==> src/rtl/aes_pkg.sv <==
// Shared types and helpers for the AES-128 key schedule controller.
package aes_pkg;

  // Round key as four 32-bit words, word 0 most significant.
  typedef logic [0:3][31:0] rk_t;

  typedef enum logic [2:0] {
    StIdle,
    StPresent,
    StSub,
    StExpand,
    StDone
  } ks_state_e;

  localparam logic [7:0] RconInit = 8'h01;

  // Multiply by x in GF(2^8) modulo x^8 + x^4 + x^3 + x + 1.
  function automatic logic [7:0] xtime(input logic [7:0] b);
    return {b[6:0], 1'b0} ^ (b[7] ? 8'h1b : 8'h00);
  endfunction

endpackage

==> src/rtl/aes_rcon_gen.sv <==
// Round-constant register: loads 0x01 at schedule start and steps by xtime per round.
module aes_rcon_gen
  import aes_pkg::*;
(
  input  logic       clk,
  input  logic       nrst,
  input  logic       load,
  input  logic       advance,
  output logic [7:0] rcon
);

  // rcon state; load wins over advance
  always_ff @(posedge clk or negedge nrst) begin
    if (!nrst) begin
      rcon <= RconInit;
    end else if (load) begin
      rcon <= RconInit;
    end else if (advance) begin
      rcon <= xtime(rcon);
    end
  end

endmodule

==> src/rtl/aes_key_sched_ctrl.sv <==
// AES-128 key schedule controller: presents round keys one at a time over a
// valid/ready handshake and borrows a shared S-box for each SubWord step.
// Optional build macro AES_KSCHED_STALL_CNT_EN enables the S-box wait counter.
module aes_key_sched_ctrl
  import aes_pkg::*;
#(
  parameter int unsigned NUM_ROUNDS = 10
) (
  input  logic             clk,
  input  logic             nrst,
  input  logic             start_i,
  input  logic             abort_i,
  input  logic [0:3][31:0] key_i,
  output logic [0:3][31:0] rk_o,
  output logic [3:0]       rk_idx_o,
  output logic             rk_valid_o,
  input  logic             rk_ready_i,
  output logic             busy_o,
  output logic             done_o,
  output logic             sbox_req_o,
  input  logic             sbox_gnt_i,
  output logic [31:0]      sbox_word_o,
  input  logic [31:0]      sbox_word_i,
  output logic [15:0]      stall_cnt_o
);

  ks_state_e  state_q;
  rk_t        rk_q;
  rk_t        rk_next;
  logic [3:0] idx_q;
  logic [31:0] sub_q;
  logic       rk_valid_q;
  logic       busy_q;
  logic       done_q;
  logic       sbox_req_q;
  logic [7:0] rcon;
  logic       start_acc;
  logic       rcon_adv;
  logic       last_round;

  assign start_acc  = (state_q == StIdle) && start_i;
  assign rcon_adv   = (state_q == StExpand) && !abort_i;
  assign last_round = idx_q >= 4'(NUM_ROUNDS);

  aes_rcon_gen u_rcon_gen (
    .clk     (clk),
    .nrst    (nrst),
    .load    (start_acc),
    .advance (rcon_adv),
    .rcon    (rcon)
  );

  // Next round key from the current key, captured SubWord and rcon
  always_comb begin
    rk_next    = '0;
    rk_next[0] = rk_q[0] ^ sub_q ^ {rcon, 24'h0};
    rk_next[1] = rk_q[1] ^ rk_next[0];
    rk_next[2] = rk_q[2] ^ rk_next[1];
    rk_next[3] = rk_q[3] ^ rk_next[2];
  end

  // Schedule FSM with registered handshake/status outputs; abort overrides everything
  always_ff @(posedge clk or negedge nrst) begin
    if (!nrst) begin
      state_q    <= StIdle;
      rk_q       <= '0;
      idx_q      <= '0;
      sub_q      <= '0;
      rk_valid_q <= 1'b0;
      busy_q     <= 1'b0;
      done_q     <= 1'b0;
      sbox_req_q <= 1'b0;
    end else if (abort_i && (state_q != StIdle)) begin
      state_q    <= StIdle;
      rk_valid_q <= 1'b0;
      busy_q     <= 1'b0;
      done_q     <= 1'b0;
      sbox_req_q <= 1'b0;
    end else begin
      case (state_q)
        StIdle: begin
          if (start_i) begin
            rk_q       <= key_i;
            idx_q      <= '0;
            rk_valid_q <= 1'b1;
            busy_q     <= 1'b1;
            state_q    <= StPresent;
          end
        end
        StPresent: begin
          if (rk_ready_i) begin
            rk_valid_q <= 1'b0;
            if (last_round) begin
              done_q  <= 1'b1;
              state_q <= StDone;
            end else begin
              sbox_req_q <= 1'b1;
              state_q    <= StSub;
            end
          end
        end
        StSub: begin
          if (sbox_gnt_i) begin
            sub_q      <= sbox_word_i;
            sbox_req_q <= 1'b0;
            state_q    <= StExpand;
          end
        end
        StExpand: begin
          rk_q       <= rk_next;
          idx_q      <= idx_q + 4'd1;
          rk_valid_q <= 1'b1;
          state_q    <= StPresent;
        end
        StDone: begin
          done_q  <= 1'b0;
          busy_q  <= 1'b0;
          state_q <= StIdle;
        end
        default: state_q <= StIdle;
      endcase
    end
  end

  assign rk_o        = rk_q;
  assign rk_idx_o    = idx_q;
  assign rk_valid_o  = rk_valid_q;
  assign busy_o      = busy_q;
  assign done_o      = done_q;
  assign sbox_req_o  = sbox_req_q;
  assign sbox_word_o = {rk_q[3][23:0], rk_q[3][31:24]};

`ifdef AES_KSCHED_STALL_CNT_EN
  logic [15:0] stall_q;

  // Saturating count of SUB cycles spent waiting for the S-box
  always_ff @(posedge clk or negedge nrst) begin
    if (!nrst) begin
      stall_q <= '0;
    end else if (start_acc) begin
      stall_q <= '0;
    end else if ((state_q == StSub) && !sbox_gnt_i && (stall_q != 16'hffff)) begin
      stall_q <= stall_q + 16'd1;
    end
  end

  assign stall_cnt_o = stall_q;
`else
  assign stall_cnt_o = '0;
`endif

endmodule

==> config.mk <==
export PLATFORM = sky130hd
export DESIGN_NAME = aes_key_sched_ctrl
export DESIGN_NICKNAME = d
export VERILOG_FILES = /design/src/rtl/aes_pkg.sv /design/src/rtl/aes_rcon_gen.sv /design/src/rtl/aes_key_sched_ctrl.sv
export SDC_FILE = /design/constraint.sdc
export NUM_CORES = 1
export LEC_CHECK = 0
export ABC_AREA = 1
export ABC_CLOCK_PERIOD_IN_PS = 3400
export BUFFER_PORTS_ARGS = -buffer_cell sky130_fd_sc_hd__buf_2
export CORE_MARGIN = 2
export CORE_UTILIZATION = 55
export CTS_CLUSTER_SIZE = 28
export DETAILED_ROUTE_END_ITERATION = 8
export GPL_ROUTABILITY_DRIVEN = 0
export PLACE_DENSITY = 0.93
export SETUP_SLACK_MARGIN = 0.5
export SLEW_MARGIN = 20
export SYNTH_ARGS = -nofsm -noshare
export SYNTH_HDL_FRONTEND = slang
export SYNTH_SLANG_ARGS = --single-unit
==> constraint.sdc <==
create_clock -name clk -period 3.4 [get_ports clk]
set_input_delay 0 -clock clk [delete_from_list [all_inputs] [get_ports clk]]
set_output_delay 0 -clock clk [all_outputs]
set_load 0.02 [all_outputs]
==> flow_summary.toml, run 1 <==
[outcome]
status = "finished, final reports clean"

[cells_and_area]
nNetsFinal = 1872
drive_above_1_share_pct = 25.6
final_cell_mix = "buf_2, nand2_1, dfrtp_1"
final_common_cell = "buf_2"
syn_to_final_growth_pct = 38.4

[pwr]
peakVddDrop_uv = 1040
power_density_mw_per_mm2 = 1030
power_leakage_nw = 7.11

[drt]
first_pass_iters = 7
wl_um = 37200
ant_nets = 0
wl_per_cell_um = 19.1
dr_total_vias = 11500
drtIter0Drc = 1257
route.detailed.drc = 0
vias_per_cell = 5.91

[clocking]
post_cts.repair.setup_buffers = 0
cts.htree.levels = 4
cts_max_path_buffers = 2
clockRootBuffer = "clkbuf_16"
cts.sinks = 179
cts_tree = "built"
cts.hold.buffers_added = 165
cts.clk_slew.worst_paths_ns = 0.07
cts_buffers = 17
insertion_delay_ns = 0.42
cts_resized = 0

[timing]
setup_ws_ns = 0.933
drv_slew = 0
rsz0062_at_grt = "no"
fmax_mhz = 405
skew_ns = 0.0135
worstMarginPinSlew_ns = 0.903
setup_viol = 0
timing.setup.tns_ns = 0
hold_viol_final = 0
period_minus_slack_ns = 2.47
min_period_over_period_pct = 72.6
maxSlewHeadroom_pct = 39.8

[logic_synthesis]
muxShareOfSynthArea_pct = 2.83
synthTopCellsByArea = "dfrtp_1, nand2_1, nand3_1"
synth_area_mm2 = 0.00995
synth-simple-area-share_pct = 27.5
syn_inst = 1261
synthXorXnorAreaFrac_pct = 4.49
ys_ff_latch = 179
ys_seq_area_share_pct = 45.0
synth.distinct_cells = 36
synth_top_family_by_area = "simple AND/OR/NAND/NOR gates"
yosysTopAreaCell = "dfrtp_1"
yosysWarningCount = 0
synth-compound-area-share_pct = 9.16
yosys.area_share.adder_pct = 0.252
synth_top_area_share_pct = 44.8
synth.avg_cell_area_um2 = 7.89

[grt]
grt_usage_pct = 38.3
first_global_vias = 11600
grt-ovfl-total = 0
grt_max_degree = 88
grt_antenna_before_repair = 1
grt_pass1_wl_um = 59000

[critical_path]
critical_path.cell_chain = "inv_1, nand3_2, buf_4, inv_1, nand2_1, nor3_1, nor2_1"
cp.depth = 7
path_buf_inv = 3
crit_type = "reg -> reg"
crit_start = "state_q[2]"
crit_required_ns = 3.69
cp.arrival_ns = 2.76
cp_top_family = "buffers and inverters"
cp_max_fo = 18
path_common_cell = "inv_1"
start_kind = "flop"
critPathCaptureType = "flop"
critical_path.slowest_cell = "inv_1"
ff2ff_path_depth = 7
slowest_delay_ns = 0.51
crit-reg2reg-launch = "state_q[2]"

[run]
cap_viol_max_count = 0

[floorplan]
core_area_mm2 = 0.0178
start_util_pct = 55.8
die-area_mm2 = 0.0192
rows = 49
pin_count = 350
die_y_um = 138
fp.dieW_um = 138

[placed_design]
dp_slack_ns = 1.06
place_hpwl_um = 20700
port_buffers = 333

[hold_path]
hold_class = "in -> async"
[per-stage QoR]
stage | cells | util (%) | power (mW) | instance area (µm²) | hold WS [ns]
global route | 1947 | 77.2 | 15.0 | 13800 | 0.170
CTS | 1946 | 77.1 | 13.6 | 13800 | 0.107
detailed placement | 1749 | 64.5 | 11.4 | 11500 | 0.0349
global placement | 1749 | 64.5 | 11.0 | 11500 | 0.0341
floorplan | 1276 | - | 9.39 | 10000 | -0.296
finish | 1948 | 77.2 | 14.1 | 13800 | 0.149
[flip-flops by register name, indices dropped and copies added (netlist names)]
name	cells
sbox_req_o	1
rk_o	128
state_q	3
busy_o	1
u_rcon_gen.rcon	8
rk_valid_o	1
done_o	1
sub_q	32
rk_idx_o	4
[metal layers]
| metal | vias to the layer above | track usage [%] | share of wire, % |
|---|---|---|---|
| met5 | - | 0 | 0 |
| met4 | 0 | 26.6 | 7.1 |
| met1 | 5332 | 43.2 | 34 |
| met2 | 963 | 64.5 | 49 |
| li1 | 4955 | - | - |
| met3 | 270 | 8.62 | 9.4 |
[kinds of logic (layout without fill, tap and decap cells)]
logic type / count (synthesis) / in the layout
xor gates and xnor gates: 51 / 51
DFF: 179 / 179
and+or+nand+nor: 640 / 640
other: 1 / 18
adders and majority gates: 2 / 2
muxes: 25 / 25
buffers and inverters: 223 / 664
AOI/OAI and AO/OA: 140 / 140
[area by class of cell]
cell class	instances	area, µm²
multi-input combinational	874	4470
timing repair buffer	508	3450
tap	229	287
fill	1022	4070
sequential	179	4480
antenna	2	5.00
clock inverter	10	121
clock buffer	22	484
inverter	124	467
[worst paths after layout]
path,end,slack (ns)
min in group clk,state_q[1],0.15
max in group asynchronous,u_rcon_gen.rcon[0],2.33
min,rk_o[33],0.15
max reg2reg,rk_o[15],0.93
max,rk_o[15],0.93
min reg2reg,rk_valid_o,0.47
[cell usage after synthesis]
master / count
a21oi_1: 28
buf_4: 50
ha_1: 2
nor3_1: 26
nor2_1: 119
xnor2_1: 27
o221ai_1: 25
buf_2: 16
nand4_1: 7
nand3b_1: 5
o211ai_1: 9
mux2_2: 25
o22ai_1: 54
or2_2: 26
nor2_2: 2
inv_2: 4
dfstp_2: 1
a21boi_0: 1
conb_1: 1
a31oi_1: 3
buf_6: 2
nand3_1: 124
nand2_1: 318
nand2_2: 3
a21o_1: 1
o21ai_0: 12
inv_1: 120
nor2_4: 2
buf_1: 2
and2_1: 1
a22oi_1: 7
dfrtp_1: 178
clkbuf_1: 29
or2_0: 6
xor2_1: 24
or2_1: 1
[power breakdown]
part | switching (mW) | internal, mW
Sequential | 1.07 | 3.10
Clock | 0.875 | 1.17
Combinational | 5.23 | 2.67
Total | 7.18 | 6.95
Power figures use the tool's default switching activity.
==> run 2: changes to the inputs <==
--- a/config.mk
+++ b/config.mk
@@ -6,14 +6,14 @@
 export NUM_CORES = 1
 export LEC_CHECK = 0
 export ABC_AREA = 1
-export ABC_CLOCK_PERIOD_IN_PS = 3400
+export ABC_CLOCK_PERIOD_IN_PS = 2400
 export BUFFER_PORTS_ARGS = -buffer_cell sky130_fd_sc_hd__buf_2
 export CORE_MARGIN = 2
-export CORE_UTILIZATION = 55
+export CORE_UTILIZATION = 51
 export CTS_CLUSTER_SIZE = 28
 export DETAILED_ROUTE_END_ITERATION = 8
 export GPL_ROUTABILITY_DRIVEN = 0
-export PLACE_DENSITY = 0.93
+export PLACE_DENSITY = 0.87
 export SETUP_SLACK_MARGIN = 0.5
 export SLEW_MARGIN = 20
 export SYNTH_ARGS = -nofsm -noshare
==> constraint.sdc (replaced) <==
create_clock -name clk -period 2.4 [get_ports clk]
set_input_delay 0 -clock clk [delete_from_list [all_inputs] [get_ports clk]]
set_output_delay 0 -clock clk [all_outputs]
set_load 0.02 [all_outputs]
==> run 2 against run 1 <==
  * Final cell count up 2.7%
  * First-iteration DRC count down 18%
  * Combinational power up 48%
  * Count of clock-buffer cells in the layout unchanged
  * Largest power group unchanged
==> flow_summary.toml, run 2 (synthesis gave the netlist of run 1 again) <==
[timing]
maxSlewHeadroom_pct = 54.6
min_period_over_period_pct = 80.7
timing.setup.tns_ns = 0
drv_slew = 0
period_minus_slack_ns = 1.94
setup_viol = 0
hold_viol_final = 0
rsz0062_at_grt = "yes"
worstMarginPinSlew_ns = 0.680
skew_ns = 0.0128
fmax_mhz = 516

[clocking]
cts.htree.levels = 4
cts.clk_slew.worst_paths_ns = 0.08
clockRootBuffer = "clkbuf_16"
cts_buffers = 17
cts.sinks = 179
cts_max_path_buffers = 2
insertion_delay_ns = 0.44
cts_tree = "built"

[cells_and_area]
nNetsFinal = 1890
syn_to_final_growth_pct = 41.7
largest_reg_flops = 128
drive_above_1_share_pct = 26.9
final_common_cell = "buf_2"
final_cell_mix = "buf_2, nand2_1, dfrtp_1"
fin_area_mm2 = 0.0141
fillers = 1244

[floorplan]
rows = 51
die-area_mm2 = 0.0206
core_area_mm2 = 0.0193
pin_count = 350
fp.dieW_um = 144
start_util_pct = 51.6
die_y_um = 144

[run]
cap_viol_max_count = 0

[critical_path]
critical_path.slowest_cell = "dfrtp_2"
rrSetupSlack_ns = 0.46
cp.depth = 10
cp_top_family = "simple AND/OR/NAND/NOR gates"
cp_max_fo = 17
slowest_delay_ns = 0.45
crit_start = "state_q[0]"
crit_required_ns = 2.77
crit-reg2reg-launch = "state_q[0]"
start_kind = "flop"
r2r_end = "rk_o[10]"
path_buf_inv = 3
critPathCaptureType = "flop"
cp.arrival_ns = 2.30
ff2ff_path_depth = 10
critical_path.cell_chain = "buf_4, a21oi_2, nand2_2, nor2_4, buf_12, buf_16, nand2_1, nand3_1, nand2_1, nor2_1"
cp-endpoint = "rk_o[10]"
crit_type = "reg -> reg"
path_common_cell = "nand2_1"

[grt]
grt_max_degree = 68
first_global_vias = 11400
grt_usage_pct = 34.5
grt_antenna_before_repair = 1
grt-ovfl-total = 0
grt_pass1_wl_um = 55900

[pwr]
peakVddDrop_uv = 862
power_density_mw_per_mm2 = 1440
p_total_mw = 20.3
power_leakage_nw = 7.22

[drt]
wl_met2_um = 17700
wl_per_cell_um = 18.0
ant_nets = 0
vias_per_cell = 5.64
met1_length_um = 12800
met3WireLength_um = 3310
dr_total_vias = 11300
route.detailed.drc = 0
top_layer = "met4"
first_pass_iters = 6
wl_um = 36100
drtIter0Drc = 1030

[hold_path]
hold_class = "in -> reg"

[placed_design]
port_buffers = 333
placed_area_mm2 = 0.0116
place_hpwl_um = 20900

[outcome]
status = "finished, final reports clean"
run 2: cell types whose count changed in the layout (fill, tap and decap cells not counted), moves of 2 or more:
cell	previous run	this run
buf_12	4	7
nor3_2	0	3
dfrtp_1	178	176
clkinvlp_4	1	3
nor3_1	26	23
nand2_2	3	1
nand2_4	0	2
buf_4	6	15
dfrtp_2	0	2
buf_16	0	3
buf_6	1	3
run 2: how the worst min path moves through the flow:
stage	from	to	slack, ns	cells after the start
3_5_place_dp	nrst	rk_o[0]	-0.01	1
3_3_place_gp	nrst	rk_o[0]	-0.01	1
4_1_cts	abort_i	sbox_req_o	0.02	4
5_1_grt	abort_i	busy_o	0.07	4
2_1_floorplan	nrst	busy_o	-0.30	0
6_report	abort_i	busy_o	0.06	4
run 2: per-stage QoR:
step	hold WS (ns)	utilization, %	setup WS (ns)	std cells
6_report	0.0590	73.1	0.463	2001
5_1_grt	0.0728	73.1	0.418	2001
4_1_cts	0.0184	72.5	0.455	1994
3_5_place_dp	-0.0121	60.4	0.389	1794
3_3_place_gp	-0.0136	60.4	0.449	1794
2_1_floorplan	-0.296	-	0.859	1276
run 2: cell type report:
| type | instances | area [µm²] | share of cell area [%] |
|---|---|---|---|
| Inverter | 124 | 469 | 3.33 |
| Sequential cell | 179 | 4480 | 31.8 |
| Clock buffer | 22 | 474 | 3.36 |
| Antenna cell | 1 | 2.50 | 0.0178 |
| Timing Repair Buffer | 526 | 3710 | 26.3 |
| Clock inverter | 10 | 97.6 | 0.692 |
| Multi-Input combinational cell | 874 | 4530 | 32.1 |
| Tap cell | 265 | 332 | 2.35 |
run 2: timing repair:
item	CTS	global route
setup buffers	1	5
pin swaps	1	4
endpoints found under the hold margin	320	0
hold buffers	165	0
cloned	2	1
resized for setup	4	20
setup endpoints to repair	39	151
run 2: worst register-to-register path: cells and delay by family, from the launching register on:
family                 cells  cell delay, ns
AO/OA/AOI/OAI              1            0.17
buffers and inverters      3            0.50
flip-flops                 1            0.45
AND/OR/NAND/NOR            6            0.75
run 2: metal layers:
| layer | track usage [%] | vias up |
|---|---|---|
| li1 | - | 4993 |
| met1 | 39.3 | 5214 |
| met2 | 57.4 | 836 |
| met3 | 8.46 | 236 |
| met4 | 23.6 | 0 |
| met5 | 0 | - |
run 2: power breakdown:
group          switching, mW  internal (mW)
registers               1.50           4.40
clock network           1.24           1.52
logic                   7.49           4.17
total                   10.2           10.1
==> run 3: changes to the inputs <==
--- a/config.mk
+++ b/config.mk
@@ -6,7 +6,7 @@
 export NUM_CORES = 1
 export LEC_CHECK = 0
 export ABC_AREA = 1
-export ABC_CLOCK_PERIOD_IN_PS = 2400
+export ABC_CLOCK_PERIOD_IN_PS = 1820
 export BUFFER_PORTS_ARGS = -buffer_cell sky130_fd_sc_hd__buf_2
 export CORE_MARGIN = 2
 export CORE_UTILIZATION = 51
==> constraint.sdc (replaced) <==
create_clock -name clk -period 1.82 [get_ports clk]
set_input_delay 0 -clock clk [delete_from_list [all_inputs] [get_ports clk]]
set_output_delay 0 -clock clk [all_outputs]
set_load 0.02 [all_outputs]
==> run 3 against run 2 <==
  * Non-clock buffer count up 58
  * The run now ends with design-rule violations, negative setup slack left
  * Critical endpoint is now sub_q[27]
  * Via count increased by 14%
  * Fmax fell by 8.0%
  * Sequential cell count unchanged
  * Largest cell class unchanged
  * Die area is the same
  * Wire length up 41%
  * Sequential power grew 37%
==> flow_summary.toml, run 3 (synthesis gave the netlist of run 1 again) <==
[outcome]
status = "finished with violations"
violations = "design-rule violations, negative setup slack"

[run]
cap_viol_max_count = 0

[timing]
drv_slew = 0
maxSlewHeadroom_pct = 55.5
worstMarginPinSlew_ns = 0.668
hold_ws_ns = 0.0342
setup_ws_ns = -0.286
setup_viol = 56
rsz0062_at_grt = "yes"
hold_viol_final = 0
timing.setup.tns_ns = -2.57
min_period_over_period_pct = 116
period_minus_slack_ns = 2.11
skew_ns = 0.0142
fmax_mhz = 475

[critical_path]
cp_max_fo = 25
r2r_end = "sub_q[27]"
ff2ff_path_depth = 7
crit-reg2reg-launch = "state_q[1]"
crit_required_ns = 2.09
start_kind = "flop"
crit_type = "reg -> reg"
critPathCaptureType = "flop"
rrSetupSlack_ns = -0.29
cp.arrival_ns = 2.38

[drt]
route.detailed.drc = 4
first_pass_iters = 9
ant_nets = 0
vias_per_cell = 6.23
wl_per_cell_um = 24.7
dr_total_vias = 12800
drtIter0Drc = 1705
wl_um = 50900

[hold_path]
whs_path_depth = 4
worstHoldStart = "abort_i"
hold_end = "state_q[1]"
hold_class = "in -> reg"

[floorplan]
die-area_mm2 = 0.0206
start_util_pct = 51.6
rows = 51
pin_count = 350
die_y_um = 144
fp.dieW_um = 144
core_area_mm2 = 0.0193

[pwr]
p_int_mw = 16.8
seq_power_share_pct = 23.5
p_total_mw = 34.3
power_leakage_nw = 7.98
swShare_pct = 51.1
p_sw_mw = 17.5
p_clk_share_pct = 12.0
peakVddDrop_uv = 1140
comb_power_share_pct = 64.5
power_density_mw_per_mm2 = 2110

[cells_and_area]
utilization_pct = 84.3
nNetsFinal = 1950
fillers = 928
largest_reg_flops = 128
syn_to_final_growth_pct = 63.3
final_common_cell = "buf_2"
final_cell_mix = "buf_2, nand2_1, dfrtp_1"
drive_above_1_share_pct = 36.8

[clocking]
cts_tree = "built"
clockRootBuffer = "clkbuf_16"
cts.clk_slew.worst_paths_ns = 0.08
cts.htree.levels = 4
cts_buffers = 17
insertion_delay_ns = 0.44
cts.sinks = 179
cts_max_path_buffers = 2

[grt]
first_global_vias = 12100
grt-ovfl-total = 0
grt_usage_pct = 39.4
grt_antenna_before_repair = 3
grt_pass1_wl_um = 62400
grt_max_degree = 56

[placed_design]
port_buffers = 333
dp_slack_ns = -0.0235
place_hpwl_um = 21400
run 3: cell type report:
type                    instances  area (µm²)  share of cell area [%]
multi-input cells             874        5390                    33.2
repair buffers                584        4890                    30.1
flip-flops and latches        179        4480                    27.6
inverters                     124         494                    3.04
clock buffers                  19         453                    2.79
well taps                     265         332                    2.04
clock inverters                12         178                    1.09
repair inverters                2        16.3                   0.100
diodes                          1        2.50                  0.0154
run 3: routing by layer:
metal / vias to the layer above / track usage [%] / wire [µm]
met5: - / 0 / 25
met3: 496 / 12.4 / 7020
met4: 4 / 28.4 / 5350
li1: 5123 / - / -
met1: 5921 / 43.2 / 15700
met2: 1282 / 64.5 / 22800
run 3: worst max path at each step:
stage | start | to | slack [ns] | cells past startpoint
after global placement | state_q[1] | rk_o[12] | 0.06 | 9
after CTS | state_q[0] | rk_o[24] | 0.10 | 11
after floorplan | state_q[1] | rk_idx_o[2] | 0.32 | 10
after global routing | state_q[1] | sub_q[27] | -0.27 | 7
after detailed placement | state_q[1] | rk_o[12] | -0.02 | 9
final | state_q[1] | sub_q[27] | -0.29 | 7
run 3: what timing repair did:
| action | in CTS | in global routing |
|---|---|---|
| setup endpoints to repair | 179 | 179 |
| gates resized for setup | 51 | 171 |
| hold buffers | 162 | 1 |
| pin swaps | 3 | 28 |
| buffers inserted | 10 | 18 |
| hold endpoints to repair | 288 | 1 |
| cloned | 13 | 26 |
run 3: power groups by stage:
stage | combinational, mW | sequential, mW | clock, mW
floorplan | 8.91 | 8.97 | 0
global placement | 13.5 | 7.51 | 0
detailed placement | 14.0 | 7.61 | 0
CTS | 16.6 | 7.58 | 4.03
global route | 23.2 | 8.17 | 4.26
finish | 22.1 | 8.06 | 4.13
run 3: metrics by stage:
stage,cell area (µm²),std cells
2_1_floorplan,10200,1276
6_report,16200,2060
3_3_place_gp,11800,1798
5_1_grt,16200,2060
3_5_place_dp,11800,1798
4_1_cts,14700,2014
run 3: worst max-delay path, cell delays in order (launching register included):
cell     delay (ns)
dfrtp_1        0.42
buf_4          0.16
inv_4          0.04
or2_4          0.25
nor2_4         0.13
nand3_4        0.15
buf_12         0.21
a21oi_1        0.57
